### src/rtl/load_store_unit.sv
// load_store_unit: single-outstanding data-memory access unit for a scalar core.
//
// Ports
//   clk, rst_n          clock (rising edge), asynchronous active-low reset
//   load, store         instruction class (load wins if both are set)
//   funct3              access size/sign: 000 LB, 001 LH, 010 LW, 100 LBU, 101 LHU
//                       (011/110/111 behave as word accesses)
//   addr, store_data    effective byte address and rs2 value
//   data_reg_l          formatted load result, held until the next load completes
//   stall               combinational pipeline hold while an access is pending
//   misaligned, bus_err one-cycle fault pulses (asserted in the ERR cycle)
//   mem_*               registered data-memory request, mem_ack/mem_rdata response
//
// FSM: IDLE -> REQ -> DONE -> IDLE, or IDLE -> ERR (alignment) / REQ -> ERR
// (ack timeout). DONE and ERR are single-cycle, returning to IDLE unconditionally,
// so the instruction that was just serviced can never be re-issued.

// Per-byte-lane store formatting: strobe bit and write byte for lane LANE.
module lsu_lane #(
  parameter int LANE  = 0,
  parameter int VEC_W = 8
) (
  input  logic [1:0]         size,
  input  logic [1:0]         off,
  input  logic [4*VEC_W-1:0] sd,
  output logic               strb,
  output logic [VEC_W-1:0]   wbyte
);
  localparam logic [1:0] SZ_B = 2'd0;
  localparam logic [1:0] SZ_H = 2'd1;
  localparam logic [1:0] LI   = 2'(LANE);

  always_comb begin
    strb  = 1'b1;
    wbyte = sd[LANE*VEC_W +: VEC_W];
    case (size)
      SZ_B: begin
        // byte replicated to every lane, only the addressed lane strobed
        strb  = (off == LI);
        wbyte = sd[VEC_W-1:0];
      end
      SZ_H: begin
        // halfword replicated to both halves; off[1] picks the strobed half
        strb  = (off[1] == LI[1]);
        wbyte = LI[0] ? sd[2*VEC_W-1:VEC_W] : sd[VEC_W-1:0];
      end
      default: ;
    endcase
  end
endmodule

module load_store_unit #(
  parameter int TIMEOUT = 255
) (
  input  logic        clk,
  input  logic        rst_n,
  input  logic        load,
  input  logic        store,
  input  logic [2:0]  funct3,
  input  logic [31:0] addr,
  input  logic [31:0] store_data,
  output logic [31:0] data_reg_l,
  output logic        stall,
  output logic        misaligned,
  output logic        bus_err,
  output logic        mem_req,
  output logic        mem_we,
  output logic [31:0] mem_addr,
  output logic [31:0] mem_wdata,
  output logic [3:0]  mem_wstrb,
  input  logic        mem_ack,
  input  logic [31:0] mem_rdata
);
  localparam int NUM_LANES = 4;
  localparam int VEC_W     = 8;
  localparam int CW        = (TIMEOUT < 2) ? 1 : $clog2(TIMEOUT + 1);
  localparam logic [CW-1:0] WLAST = CW'(TIMEOUT - 1);

  localparam logic [1:0] IDLE = 2'd0;
  localparam logic [1:0] REQ  = 2'd1;
  localparam logic [1:0] DONE = 2'd2;
  localparam logic [1:0] ERR  = 2'd3;

  localparam logic [1:0] SZ_B = 2'd0;
  localparam logic [1:0] SZ_H = 2'd1;
  localparam logic [1:0] SZ_W = 2'd2;

  typedef struct packed {
    logic        we;
    logic [31:0] addr;
    logic [31:0] wdata;
    logic [3:0]  wstrb;
  } memreq_t;

  logic [1:0]    state;
  logic [CW-1:0] wait_cnt;
  memreq_t       req_q, req_d;
  logic [1:0]    ld_size;
  logic          ld_sign;
  logic [1:0]    ld_off;

  // ---- request decode ----
  logic [1:0] size_d;
  logic       misal_d;
  logic [NUM_LANES-1:0]            st_strb;
  logic [NUM_LANES-1:0][VEC_W-1:0] st_wdata;

  always_comb begin
    case (funct3[1:0])
      2'b00:   size_d = SZ_B;
      2'b01:   size_d = SZ_H;
      default: size_d = SZ_W;
    endcase
  end

  assign misal_d = ((size_d == SZ_H) && addr[0]) ||
                   ((size_d == SZ_W) && (addr[1:0] != 2'b00));

  for (genvar g = 0; g < NUM_LANES; g++) begin : g_lane
    lsu_lane #(.LANE(g), .VEC_W(VEC_W)) u_lane (
      .size  (size_d),
      .off   (addr[1:0]),
      .sd    (store_data),
      .strb  (st_strb[g]),
      .wbyte (st_wdata[g])
    );
  end

  always_comb begin
    req_d.we    = store && !load;
    req_d.addr  = {addr[31:2], 2'b00};
    req_d.wdata = req_d.we ? st_wdata : '0;
    req_d.wstrb = req_d.we ? st_strb  : 4'b1111;
  end

  // ---- load result formatting from the latched size/sign/offset ----
  logic [NUM_LANES-1:0][VEC_W-1:0] rlane;
  logic [7:0]  rbyte;
  logic [15:0] rhalf;
  logic [31:0] ld_fmt;

  assign rlane = mem_rdata;
  assign rbyte = rlane[ld_off];
  assign rhalf = ld_off[1] ? mem_rdata[31:16] : mem_rdata[15:0];

  always_comb begin
    case (ld_size)
      SZ_B:    ld_fmt = ld_sign ? {{24{rbyte[7]}}, rbyte} : {24'b0, rbyte};
      SZ_H:    ld_fmt = ld_sign ? {{16{rhalf[15]}}, rhalf} : {16'b0, rhalf};
      default: ld_fmt = mem_rdata;
    endcase
  end

  // ---- FSM ----
  always_ff @(posedge clk or negedge rst_n) begin
    if (!rst_n) begin
      state      <= IDLE;
      wait_cnt   <= '0;
      req_q      <= '0;
      mem_req    <= 1'b0;
      data_reg_l <= '0;
      misaligned <= 1'b0;
      bus_err    <= 1'b0;
      ld_size    <= SZ_W;
      ld_sign    <= 1'b0;
      ld_off     <= 2'b00;
    end else begin
      misaligned <= 1'b0;
      bus_err    <= 1'b0;
      case (state)
        IDLE: begin
          if (load || store) begin
            if (misal_d) begin
              misaligned <= 1'b1;
              state      <= ERR;
            end else begin
              req_q    <= req_d;
              mem_req  <= 1'b1;
              wait_cnt <= '0;
              ld_size  <= size_d;
              ld_sign  <= !funct3[2];
              ld_off   <= addr[1:0];
              state    <= REQ;
            end
          end
        end
        REQ: begin
          // ack wins over a timeout expiring in the same cycle
          if (mem_ack) begin
            mem_req <= 1'b0;
            if (!req_q.we) data_reg_l <= ld_fmt;
            state   <= DONE;
          end else if (wait_cnt == WLAST) begin
            mem_req <= 1'b0;
            bus_err <= 1'b1;
            state   <= ERR;
          end else begin
            wait_cnt <= wait_cnt + 1'b1;
          end
        end
        default: state <= IDLE;  // DONE, ERR
      endcase
    end
  end

  assign stall     = ((state == IDLE) && (load || store)) || (state == REQ);
  assign mem_we    = req_q.we;
  assign mem_addr  = req_q.addr;
  assign mem_wdata = req_q.wdata;
  assign mem_wstrb = req_q.wstrb;
endmodule

### config.mk
export PLATFORM = sky130hd
export DESIGN_NAME = load_store_unit
export DESIGN_NICKNAME = d
export VERILOG_FILES = /design/src/rtl/load_store_unit.sv
export SDC_FILE = /design/constraint.sdc
export NUM_CORES = 1
export LEC_CHECK = 0
export ABC_AREA = 1
export BUFFER_PORTS_ARGS = -buffer_cell sky130_fd_sc_hd__buf_2
export CAP_MARGIN = 0
export CELL_PAD_IN_SITES_DETAIL_PLACEMENT = 1
export CELL_PAD_IN_SITES_GLOBAL_PLACEMENT = 2
export CORE_UTILIZATION = 29
export CTS_BUF_LIST = sky130_fd_sc_hd__clkbuf_16
export CTS_CLUSTER_DIAMETER = 60
export DETAILED_ROUTE_END_ITERATION = 7
export PLACE_DENSITY = 0.93
export SLEW_MARGIN = 40
export SYNTH_ARGS = -nofsm -noshare
export SYNTH_HDL_FRONTEND = slang
export SYNTH_HIERARCHICAL = 1
export SYNTH_SLANG_ARGS = --single-unit
### constraint.sdc
create_clock -name clk -period 4.4 [get_ports clk]
set_clock_uncertainty 0.05 [all_clocks]
set_input_delay 0.88 -clock clk [delete_from_list [all_inputs] [get_ports clk]]
set_output_delay 0.88 -clock clk [all_outputs]
set_load 0.01 [all_outputs]
Yosys cells after proc, flatten, opt, wreduce, memory -nomap -nowiden
Cells that the tools add are included.
Word-level totals
  bits in registers: 117
  input port bits: 104
  output and inout bits: 105
  word-level logic and storage cells: 91
Cells by class
  add/subtract/negate cells: 1
  $lt $le $gt $ge: 1
  equality and inequality tests: 14
  muxes and demuxes: 37
  bitwise logic cells: 3
  reduce and logical (&&, ||, !) cells: 22
Operators with widths (count)
  $mux W32: 3
  $pmux W32 S2: 1
  $mux W8: 7
  $pmux W8 S2: 2
  $bmux W8 S2: 1
  $mux W16: 1
  $eq A2 B1 Y1 const B: 5
  $logic_not A2 Y1: 5
  $mux W1: 10
  $pmux W1 S2: 5
  $add A8 B1 Y8 const B: 1
  $eq A8 B8 Y1 const B: 1
  $mux W2: 4
  $ne A2 B2 Y1 const B: 4
  $pmux W2 S2: 2
  $eq A2 B2 Y1 const B: 3
  $reduce_and A3 Y1: 2
  $reduce_and A5 Y1: 1
  $logic_and A1 B1 Y1: 4
  $mux W4: 1
  $reduce_and A4 Y1: 1
  $reduce_bool A2 Y1: 2
  $logic_or A1 B1 Y1: 3
  $lt A2 B3 Y1 const B: 1
  5 further kinds: 8

Logic depth before layout (Yosys ltp)
Gate-level depths: netlist of run 1.
  word-level depth: 8
  gate-level depth with buffers: 10
  mapped depth without buffers: 9

Hierarchy
Netlist of run 1, hierarchy kept.
By module, submodules not included
  load_store_unit: instances 1, cells each 660, area each 5372.7 um^2, sequential area each 2929.1 um^2
  lsu_lane at g_lane[3].u_lane: instances 1, cells each 39, area each 196.4 um^2, sequential area each 0.0 um^2
  lsu_lane at g_lane[1].u_lane: instances 1, cells each 32, area each 136.4 um^2, sequential area each 0.0 um^2
  lsu_lane at g_lane[2].u_lane: instances 1, cells each 30, area each 120.1 um^2, sequential area each 0.0 um^2
  lsu_lane at g_lane[0].u_lane: instances 1, cells each 14, area each 82.6 um^2, sequential area each 0.0 um^2

Least setup slack after synthesis of run 1
No wires, ideal clock.
  path kind: input -> output
  start: in store
  end: out stall
  arrival: 1172 ps
  data required time: 3470 ps
  slack: 2298 ps
  stages: 2
  path buffers: 0
  path through: o21ai_2 > nand2_1
On the way
  word-level cells in the longest chain between the ends: 3
RTL lines
  start: declaration: RTL line 58  | input logic store,
  $logic_or A1 B1 Y1: RTL line 206  | assign stall = ((state == IDLE) && (load || store)) || (state == REQ);
  $logic_and A1 B1 Y1: RTL line 206
  $logic_or A1 B1 Y1: RTL line 206
  end: declaration: RTL line 63  | output logic stall,
No other way between the ends.

Final worst setup path of run 1
  start: in funct3[1]
  end: reg req_q (netlist bit mem_wdata[18])
On the way
  word-level cells in the longest chain between the ends: 7
  elaborated cells between the ends (all ways): 14
  those cells by class: eq/ne (3); mux (3); bitwise (1); reduce/logical (7)
RTL lines
  start: declaration: RTL line 59  | input logic [2:0] funct3,
  $eq A2 B1 Y1 / $logic_not A2 Y1 (equally long branches): RTL line 109  | case (funct3[1:0])
  $pmux W2 S2 (*): RTL line 109
  $eq A2 B1 Y1 / $eq A2 B2 Y1 (equally long branches): RTL line 36, 116, 117
  $logic_and A1 B1 Y1 (on tied branches): RTL line 116, 117
  $logic_or A1 B1 Y1: RTL line 116  | assign misal_d = ((size_d == SZ_H) && addr[0]) ||
  $not A1 Y1 (no source line)
  $reduce_and A3 Y1 (no source line)
  end signal: assignment: RTL line 177  | req_q <= req_d;
  end: declaration: RTL line 97  | memreq_t req_q, req_d;
Mark *: on every way between the ends. The rest lies on a longest branch, timed or not.
A chain may end at the register's enable or synchronous reset.

==> metrics, run 1 <==
status completed; CP Capture Type flop; Ys Warns 6; Crit path top cell by count nand2_1; CTS tree yes; Post-Syn Area 5910 um^2; GPL Wtd Cong 0.801; Net count, final 1066; Rel. slew slack 45.4%; first-pass GRT wire length 29.8 mm; DRC 0; cell area power density 686 nW/um^2; ys flop type dfrtp_1; die height 145 um; worst reg2reg path startpoint ld_size[1]$_DFFE_PN1P_; most frequent cells in the layout nand2_1 (374), buf_2 (205), dfrtp_1 (116); MaxCap Viol Count 0; initial antenna violation count 3; post-route cell area 7620 um^2; vias in the first global route 5709; H-tree levels 4; kind of critical path in2reg; Starting Density 30.0%; Setup-failing EPs final 0; WL final 18.8 mm; asr flop ratio synth 100%; Layout area overhead 29.0%; IO Pins 209; hold_buf cts 0; Final Hold Fails 0; syn avg cell area 7.62 um^2; TritonRoute pass-1 iters 5; flop2flop setup slack 2.26 ns; worst-case reg-to-reg path depth 7; Iteration-0 DRC Markers 202; Final Hold Slack 0.422 ns; Setup crit start kind primary input; CTS root buf clkbuf_16; Critical Path AT 2.72 ns; antenna-violating nets left 0; maximum clock path buffer count 2; CP max stage cell inv_2; total setup buffers inserted after CTS 0; Yosys top cell area share 49.1%; LEAKAGE 4.30 nW; number of distinct library cells after synthesis 33; via density per instance 4.56; Die Width 145 um; die area 20900 um^2; sum of negative setup slack 0 ns; hpwl dp 13.4 mm; clock-pin slew on the worst setup and hold paths 0.06 ns; Row Count 51; total track usage 18.6%; drt wl/cell 15.2 um; commonest non-fill, non-tap cell in the layout nand2_1; flops & latches, synth 117; Area contributors post-synth dfrtp_1 (49%), nand2_1 (24%), a21oi_1 (3.6%), nor2_1 (2.7%), nand3_1 (2.6%); via count 5648; Max Fanout on Critical Path 38; Worst Hold Class in2async; biggest area consumer among synthesized cells dfrtp_1; worst-margin pin slew 0.819 ns; Post-synth EDFFs 0; dpl cells 1206; sequential share of the synthesized area 49.6%; CTS Sinks 117; Util after Layout 38.7%; share of post-route cells with drive strength above 1 28.7%; Final Max Tran Viols 0; Clock Latency Late Sink 0.40 ns; worst r2r dst data_reg_l[27]$_DFFE_PN0P_; total core area 19700 um^2; Min Clock Period, post-route 2.42 ns; post-cts resize count 0; RSZ-0062 raised after global routing false; slowest stage delay, CP 0.48 ns; PortBufs 206; largest net degree at the start of global routing 72; Congestion Overflow GR 0; cells along the critical path buf_2, nand2_1, nand2_1, o21ai_1, nand2_2, inv_2, nand2_4, inv_4, nand2_1, nand2_1; Num CTS Buffers 17; Finished Layout Cells 1239; Placement Cell Area 6980 um^2; fin crit share 55.1%; CP required 4.69 ns; Peak VDD IR 0.251 mV; Post-Synthesis Cells 775; max frequency 413 MHz
==> worst max path at each step <==
stage / startpoint / to / slack [ns] / cells after the start
after floorplan: store / stall / 2.30 / 2
after global placement: funct3[1] / mem_wdata[30]$_DFFE_PN0P_ / 1.57 / 10
after detailed placement: funct3[1] / mem_wdata[18]$_DFFE_PN0P_ / 1.50 / 10
after CTS: funct3[1] / mem_wdata[0]$_DFFE_PN0P_ / 1.92 / 10
after global routing: funct3[1] / mem_wdata[1]$_DFFE_PN0P_ / 1.75 / 10
final: funct3[1] / mem_wdata[18]$_DFFE_PN0P_ / 1.98 / 10
==> critical path: cells and delay by family <==
family | cells | cell delay [ns]
buffers and inverters | 3 | 1.10
AND/OR/NAND/NOR | 6 | 0.63
AO/OA/AOI/OAI | 1 | 0.09
==> sequential cells by signal, indices dropped and copies added, names as in the netlist, 2 cells and up <==
register / flops
mem_wdata: 32
ld_off: 2
state: 2
mem_addr: 30
mem_wstrb: 4
ld_size: 2
data_reg_l: 32
wait_cnt: 8
==> where the power goes <==
group	leakage (nW)	switching (mW)	internal (mW)	total [mW]
clock	0.312	0.520	1.00	1.52
combinational	2.52	1.17	0.689	1.86
sequential	1.47	0.338	1.51	1.85
==> cells in the mapped netlist (all sizes together), types with 2 or more instances <==
cell type / instances
dfrtp: 116
buf: 33
nand4: 8
o21bai: 2
ha: 2
inv: 49
a21oi: 45
nand2: 385
or2: 3
nor2: 48
clkbuf: 11
o21ai: 33
nand3: 34
==> cell type report <==
cell class              count  area (um^2)
well taps                 265          332
fillers                  2489        12100
inverters                  49          189
flip-flops and latches    117         2930
repair buffers            209         1070
multi-input cells         566         2460
clock buffers              17          425
clock inverters            14          210
diodes                      2         5.00
==> cell families (layout without fill, tap and decap cells) <==
kind of cell | after synthesis | in the layout | synth area share, %
buffers and inverters | 93 | 289 | 8.85
XOR/XNOR | 1 | 1 | 0.148
flip-flops | 117 | 117 | 49.6
other | 1 | 4 | 0.0635
AND/OR/NAND/NOR | 478 | 478 | 33.3
adder cells (fa/ha/maj) | 2 | 2 | 0.423
AO/OA/AOI/OAI | 83 | 83 | 7.67
==> metal layers <==
layer / global-route usage, % / vias up / wire (um)
met5: 0 / - / 0
met4: 4.21 / 0 / 110
met3: 6.61 / 8 / 1550
met2: 31.2 / 166 / 9050
met1: 22.8 / 2706 / 8080
li1: - / 2768 / -
==> metrics by stage <==
| step | setup WS (ns) | power (mW) |
|---|---|---|
| floorplan | 2.30 | 3.02 |
| global placement | 1.57 | 3.70 |
| detailed placement | 1.50 | 3.76 |
| CTS | 1.92 | 5.32 |
| global route | 1.75 | 5.64 |
| finish | 1.98 | 5.23 |
Power figures use the tool's default switching activity.
==> run 2, diff against run 1 <==
--- a/config.mk
+++ b/config.mk
@@ -10,11 +10,11 @@
 export CAP_MARGIN = 0
 export CELL_PAD_IN_SITES_DETAIL_PLACEMENT = 1
 export CELL_PAD_IN_SITES_GLOBAL_PLACEMENT = 2
-export CORE_UTILIZATION = 29
+export CORE_UTILIZATION = 27
 export CTS_BUF_LIST = sky130_fd_sc_hd__clkbuf_16
 export CTS_CLUSTER_DIAMETER = 60
 export DETAILED_ROUTE_END_ITERATION = 7
-export PLACE_DENSITY = 0.93
+export PLACE_DENSITY = 0.88
 export SLEW_MARGIN = 40
 export SYNTH_ARGS = -nofsm -noshare
 export SYNTH_HDL_FRONTEND = slang
==> constraint.sdc (replaced) <==
create_clock -name clk -period 2.5 [get_ports clk]
set_clock_uncertainty 0.05 [all_clocks]
set_input_delay 0.5 -clock clk [delete_from_list [all_inputs] [get_ports clk]]
set_output_delay 0.5 -clock clk [all_outputs]
set_load 0.01 [all_outputs]
==> run 2 against run 1 <==
Compared with the run above: worst setup slack worse by 1.3 ns; register-to-register slack lost 1.6 ns; first-iteration DRC count fell by 15%; die area up 7.3%; core utilization down 2.8 points; routed wire length is 2.8% higher; sequential power increased by 72%; via count rose by 0.99%; critical endpoint is now data_reg_l[30]$_DFFE_PN0P_; largest cell class unchanged.
==> metrics, run 2 (synthesis gave the netlist of run 1 again) <==
first-pass GRT wire length 31.2 mm (+4.8%); M1 WL 8.31 mm (+2.8%); cells along the critical path inv_2, nand2_4, nor2_8, nand2_2, nand3_1, nand2_2, a21oi_1; Final Max Tran Viols 0 (unchanged); hold_buf cts 1 (+1); Sw Share 40.6% (+1.8 points); Peak VDD IR 0.455 mV (+81%); kind of critical path reg2reg; Final Hold Fails 0 (unchanged); Max Fanout on Critical Path 27 (-29%); hold_sp addr[3]; Net count, final 1075 (+0.84%); via density per instance 4.54 (-0.45%); hpwl dp 14.3 mm (+6.2%); Critical Path Source ld_size[1]$_DFFE_PN1P_; post-cts resize count 0 (unchanged); Critical Path AT 2.09 ns (-0.63 ns); metal3 WL 1.63 mm (+4.7%); # diodes 0 (-2); WL final 19.3 mm (+2.8%); Rel. slew slack 57.8% (+12 points); LEAKAGE 4.30 nW (about the same); share of post-route cells with drive strength above 1 29.2% (+0.52 points); Layout area overhead 28.9% (about the same); Crit path top cell by count nand2_2; Clock Latency Late Sink 0.40 ns (about the same); PortBufs 206 (unchanged); Die Width 150 um (+3.6%); top sig layer met5; clock-pin slew on the worst setup and hold paths 0.06 ns (about the same); Net Sw Power 3.61 mW (+78%); Setup-failing EPs final 0 (unchanged); total core area 21200 um^2 (+7.6%); CP max stage cell dfstp_2; DR WL met2 9.16 mm (+1.2%); initial antenna violation count 2 (-1); worst-margin pin slew 0.633 ns (-0.187 ns); commonest non-fill, non-tap cell in the layout nand2_1; slowest stage delay, CP 0.83 ns (+0.35 ns); CP required 2.72 ns (-1.97 ns); fin crit share 74.7%; Min Clock Period, post-route 1.87 ns; Worst Hold Class in2reg; DRC 0 (unchanged); Starting Density 27.8% (-2.1 points); worst reg2reg path startpoint ld_size[1]$_DFFE_PN1P_; fill count 2698 (+8.4%); CTS root buf clkbuf_16; via count 5704 (+0.99%); max frequency 536 MHz; Final Hold Slack 0.231 ns (-0.190 ns); Iteration-0 DRC Markers 171 (-15%); TritonRoute pass-1 iters 5 (unchanged); total track usage 18.0% (-0.61 points); Num CTS Buffers 17 (unchanged); Clock Power Share 26.1% (-3.0 points); total setup buffers inserted after CTS 0 (unchanged); maximum clock path buffer count 2 (unchanged); Setup crit start kind flop; sum of negative setup slack 0 ns (unchanged); most frequent cells in the layout nand2_1 (374), buf_2 (205), dfrtp_1 (116); CP Capture Type flop; vias in the first global route 6039 (+5.8%); Flop pwr share 35.7% (+0.3 points); Row Count 53 (+3.9%); largest net degree at the start of global routing 48 (-33%); die height 150 um (+3.6%); status completed; die area 22500 um^2 (+7.3%); Gate power share 38.2% (+2.6 points); CTS tree yes; GPL Wtd Cong 0.828 (+3.4%); Congestion Overflow GR 0 (unchanged); H-tree levels 4 (unchanged); drt wl/cell 15.4 um (+1.3%); antenna-violating nets left 0 (unchanged); MaxCap Viol Count 0 (unchanged); CTS Sinks 117 (unchanged); RSZ-0062 raised after global routing false; IO Pins 209 (unchanged); Int Pwr 5.28 mW (+65%); cell area power density 1170 nW/um^2 (+70%)
## run 2: area by class of cell
| type | count | area [um^2] | area share, % |
|---|---|---|---|
| clock buffer | 17 | 425 | 5.59 |
| clock inverter | 15 | 130 | 1.71 |
| inverter | 49 | 189 | 2.48 |
| multi-input combinational | 566 | 2460 | 32.3 |
| sequential | 117 | 2930 | 38.5 |
| tap | 275 | 344 | 4.52 |
| timing repair buffer | 218 | 1140 | 14.9 |
## run 2: stage by stage
| stage | power, mW | setup WS, ns | instance area, um^2 | utilization [%] | instances |
|---|---|---|---|---|---|
| final | 8.89 | 0.633 | 7620 | 35.9 | 1257 |
| after global routing | 9.64 | 0.506 | 7620 | 35.9 | 1257 |
| after CTS | 9.06 | 0.620 | 7620 | 35.9 | 1257 |
| after detailed placement | 6.68 | 0.627 | 7050 | 33.2 | 1224 |
| after global placement | 6.57 | 0.662 | 7050 | 33.2 | 1224 |
| after floorplan | 5.31 | 1.03 | 5910 | - | 776 |
## run 2: per-layer routing
metal | track usage, % | vias up
met5 | 0 | -
met4 | 4.65 | 2
met3 | 6.62 | 15
met2 | 30.2 | 168
met1 | 21.6 | 2726
li1 | - | 2793
## run 2: worst paths after layout
path | to | cells after the start | slack (ns)
worst max register to register | data_reg_l[30]$_DFFE_PN0P_ | 7 | 0.63
worst max-delay path | data_reg_l[30]$_DFFE_PN0P_ | 7 | 0.63
worst min-delay path | mem_addr[3]$_DFFE_PN0P_ | 3 | 0.23
max in group asynchronous | mem_wstrb[0]$_DFFE_PN0P_ | 3 | 1.27
min in group asynchronous | mem_addr[18]$_DFFE_PN0P_ | 2 | 0.52
worst min register to register | mem_wdata[5]$_DFFE_PN0P_ | 2 | 0.42
## run 2: worst max-delay path, delay by kind of cell (launching register included)
kind                   cells  cell delay, ns
and+or+nand+nor            5            0.64
buffers and inverters      1            0.08
AOI/OAI and AO/OA          1            0.11
DFF                        1            0.83
## run 2: power groups by stage
| stage | logic (mW) | registers (mW) | clock network, mW |
|---|---|---|---|
| 2_1_floorplan | 1.90 | 3.41 | 0 |
| 3_3_place_gp | 3.38 | 3.19 | 0 |
| 3_5_place_dp | 3.48 | 3.20 | 0 |
| 4_1_cts | 3.48 | 3.19 | 2.39 |
| 5_1_grt | 3.87 | 3.29 | 2.48 |
| 6_report | 3.40 | 3.18 | 2.32 |
==> run 3, diff against run 2 <==
--- a/config.mk
+++ b/config.mk
@@ -10,11 +10,11 @@
 export CAP_MARGIN = 0
 export CELL_PAD_IN_SITES_DETAIL_PLACEMENT = 1
 export CELL_PAD_IN_SITES_GLOBAL_PLACEMENT = 2
-export CORE_UTILIZATION = 27
+export CORE_UTILIZATION = 25
 export CTS_BUF_LIST = sky130_fd_sc_hd__clkbuf_16
 export CTS_CLUSTER_DIAMETER = 60
 export DETAILED_ROUTE_END_ITERATION = 7
-export PLACE_DENSITY = 0.88
+export PLACE_DENSITY = 0.86
 export SLEW_MARGIN = 40
 export SYNTH_ARGS = -nofsm -noshare
 export SYNTH_HDL_FRONTEND = slang
==> constraint.sdc (replaced) <==
create_clock -name clk -period 1.5 [get_ports clk]
set_clock_uncertainty 0.05 [all_clocks]
set_input_delay 0.3 -clock clk [delete_from_list [all_inputs] [get_ports clk]]
set_output_delay 0.3 -clock clk [all_outputs]
set_load 0.01 [all_outputs]
==> run 3 against run 2 <==
Compared with the run above: the flow now finishes with violations (setup timing); die area is 7.9% higher; via count up 4.1%; cell area is 14% higher; combinational power rose by 120%; power increased by 86%; clock power up 61%; critical endpoint is now stall.
==> metrics, run 3 (synthesis gave the netlist of run 1 again) <==
Final Max Tran Viols 0 (unchanged); total track usage 17.1% (-0.91 points); MaxCap Viol Count 0 (unchanged); RSZ-0062 raised after global routing true; die area 24300 um^2 (+7.9%); sum of negative setup slack -2.09 ns (-2.09 ns); Setup crit start kind flop; post-route cell area 8650 um^2 (+14%); cells along the critical path nor2_4, o21ai_2, nand2_1, buf_2; CTS tree yes; Final Hold Fails 0 (unchanged); CP required 1.15 ns (-1.57 ns); drt wl/cell 16.1 um (+4.6%); most frequent cells in the layout nand2_1 (370), buf_2 (205), dfrtp_1 (114); H-tree levels 4 (unchanged); Critical Path Source state[1]$_DFFE_PN0P_; TritonRoute pass-1 iters 4 (-1); IO Pins 209 (unchanged); Starting Density 25.8% (-2.1 points); LEAKAGE 4.68 nW (+8.7%); Final Power 16.5 mW (+86%); initial antenna violation count 2 (unchanged); CP Capture Type primary output; Min Clock Period, post-route 1.61 ns; status complete, but fails checks; kind of critical path reg2out; total core area 22900 um^2 (+8.0%); Iteration-0 DRC Markers 238 (+39%); failing checks setup timing; CP max stage cell dfrtp_1; Net count, final 1124 (+4.6%); WL final 21.6 mm (+12%); max frequency 621 MHz; Max Fanout on Critical Path 3 (-89%); crit path buf inv count 1 (unchanged); Die Width 156 um (+3.9%); first-pass GRT wire length 32.1 mm (+2.9%); Setup-failing EPs final 67 (+67); top cell family by delay on the critical path flip-flops; antenna-violating nets left 0 (unchanged); PortBufs 206 (unchanged); Num CTS Buffers 17 (unchanged); hpwl dp 15.3 mm (+7.2%); slowest stage delay, CP 0.42 ns (-0.41 ns); fin crit share 107%; dpl cells 1293 (+5.6%); Row Count 55 (+3.8%); Clock Latency Late Sink 0.41 ns (about the same); cell area power density 1910 nW/um^2 (+64%); Congestion Overflow GR 0 (unchanged); largest net degree at the start of global routing 47 (-2.1%); via density per instance 4.42 (-2.7%); Placement Cell Area 7460 um^2 (+5.7%); Setup Slack @ Placement -0.0407 ns (-0.667 ns); Finished Layout Cells 1345 (+7.0%); commonest non-fill, non-tap cell in the layout nand2_1; GPL Wtd Cong 0.783 (-5.5%); final worst slack -0.111 ns (-0.744 ns); Peak VDD IR 0.504 mV (+11%); Worst Hold Class in2reg; CTS Sinks 117 (unchanged); worst reg2reg path startpoint state[1]$_DFFE_PN0P_; fill count 2838 (+5.2%); DRC 0 (unchanged); die height 156 um (+3.9%); maximum clock path buffer count 2 (unchanged); Final Hold Slack 0.0233 ns (-0.208 ns); Critical Path AT 1.26 ns (-0.83 ns); Layout area overhead 46.4%; CTS root buf clkbuf_16; via count 5939 (+4.1%); hold_sp addr[6]; share of post-route cells with drive strength above 1 37.0% (+7.7 points); clock-pin slew on the worst setup and hold paths 0.06 ns (about the same); vias in the first global route 6050 (+0.18%); Util after Layout 37.7% (+1.8 points)
[run 3: per-layer routing]
layer  vias to the layer above  part of all wire, %  global-route usage [%]
li1                       2886                    -                       -
met1                      2847                   43                    20.8
met2                       187                   49                    28.8
met3                        17                  7.2                    5.89
met4                         2                 0.85                    4.25
met5                         -                0.046                       0
[run 3: worst paths after layout]
kind                                              endpoint  slack (ns)  depth (start not counted)
worst max-delay path                                 stall       -0.11                          4
worst min-delay path               mem_addr[6]$_DFFE_PN0P_        0.02                          3
worst max register to register  data_reg_l[23]$_DFFE_PN0P_       -0.05                          7
worst min register to register    mem_wdata[7]$_DFFE_PN0P_        0.42                          2
max in group asynchronous         mem_addr[28]$_DFFE_PN0P_        0.56                          3
min in group asynchronous       data_reg_l[28]$_DFFE_PN0P_        0.27                          2
[run 3: repair_timing]
action,4_1_cts,5_1_grt
pin swaps,2,17
endpoints found under the setup margin,2,112
cloned,0,9
resized for setup,11,83
hold buffers,1,0
endpoints found under the hold margin,15,0
buffers inserted,4,5
[run 3: layout make-up]
type / instances / area [um^2] / share of cell area, %
sequential: 117 / 2930 / 33.9
multi-input combinational: 566 / 2720 / 31.4
timing repair buffer: 267 / 1840 / 21.3
clock buffer: 17 / 425 / 4.92
tap: 313 / 392 / 4.53
inverter: 49 / 229 / 2.65
clock inverter: 15 / 109 / 1.26
antenna: 1 / 2.50 / 0.0289
[run 3: worst reg2reg max path: stages (launching register included)]
cell	delay [ns]
dfrtp_1	0.42
buf_4	0.16
nor2_4	0.14
nand3_4	0.15
buf_12	0.18
clkbuf_16	0.17
a21oi_4	0.11
a21oi_1	0.07
[run 3: power breakdown]
part           internal, mW  total, mW  switching [mW]  leakage (nW)
logic                  3.19       7.60            4.41          2.94
registers              4.44       5.21           0.766          1.47
clock network          2.12       3.73            1.61         0.267
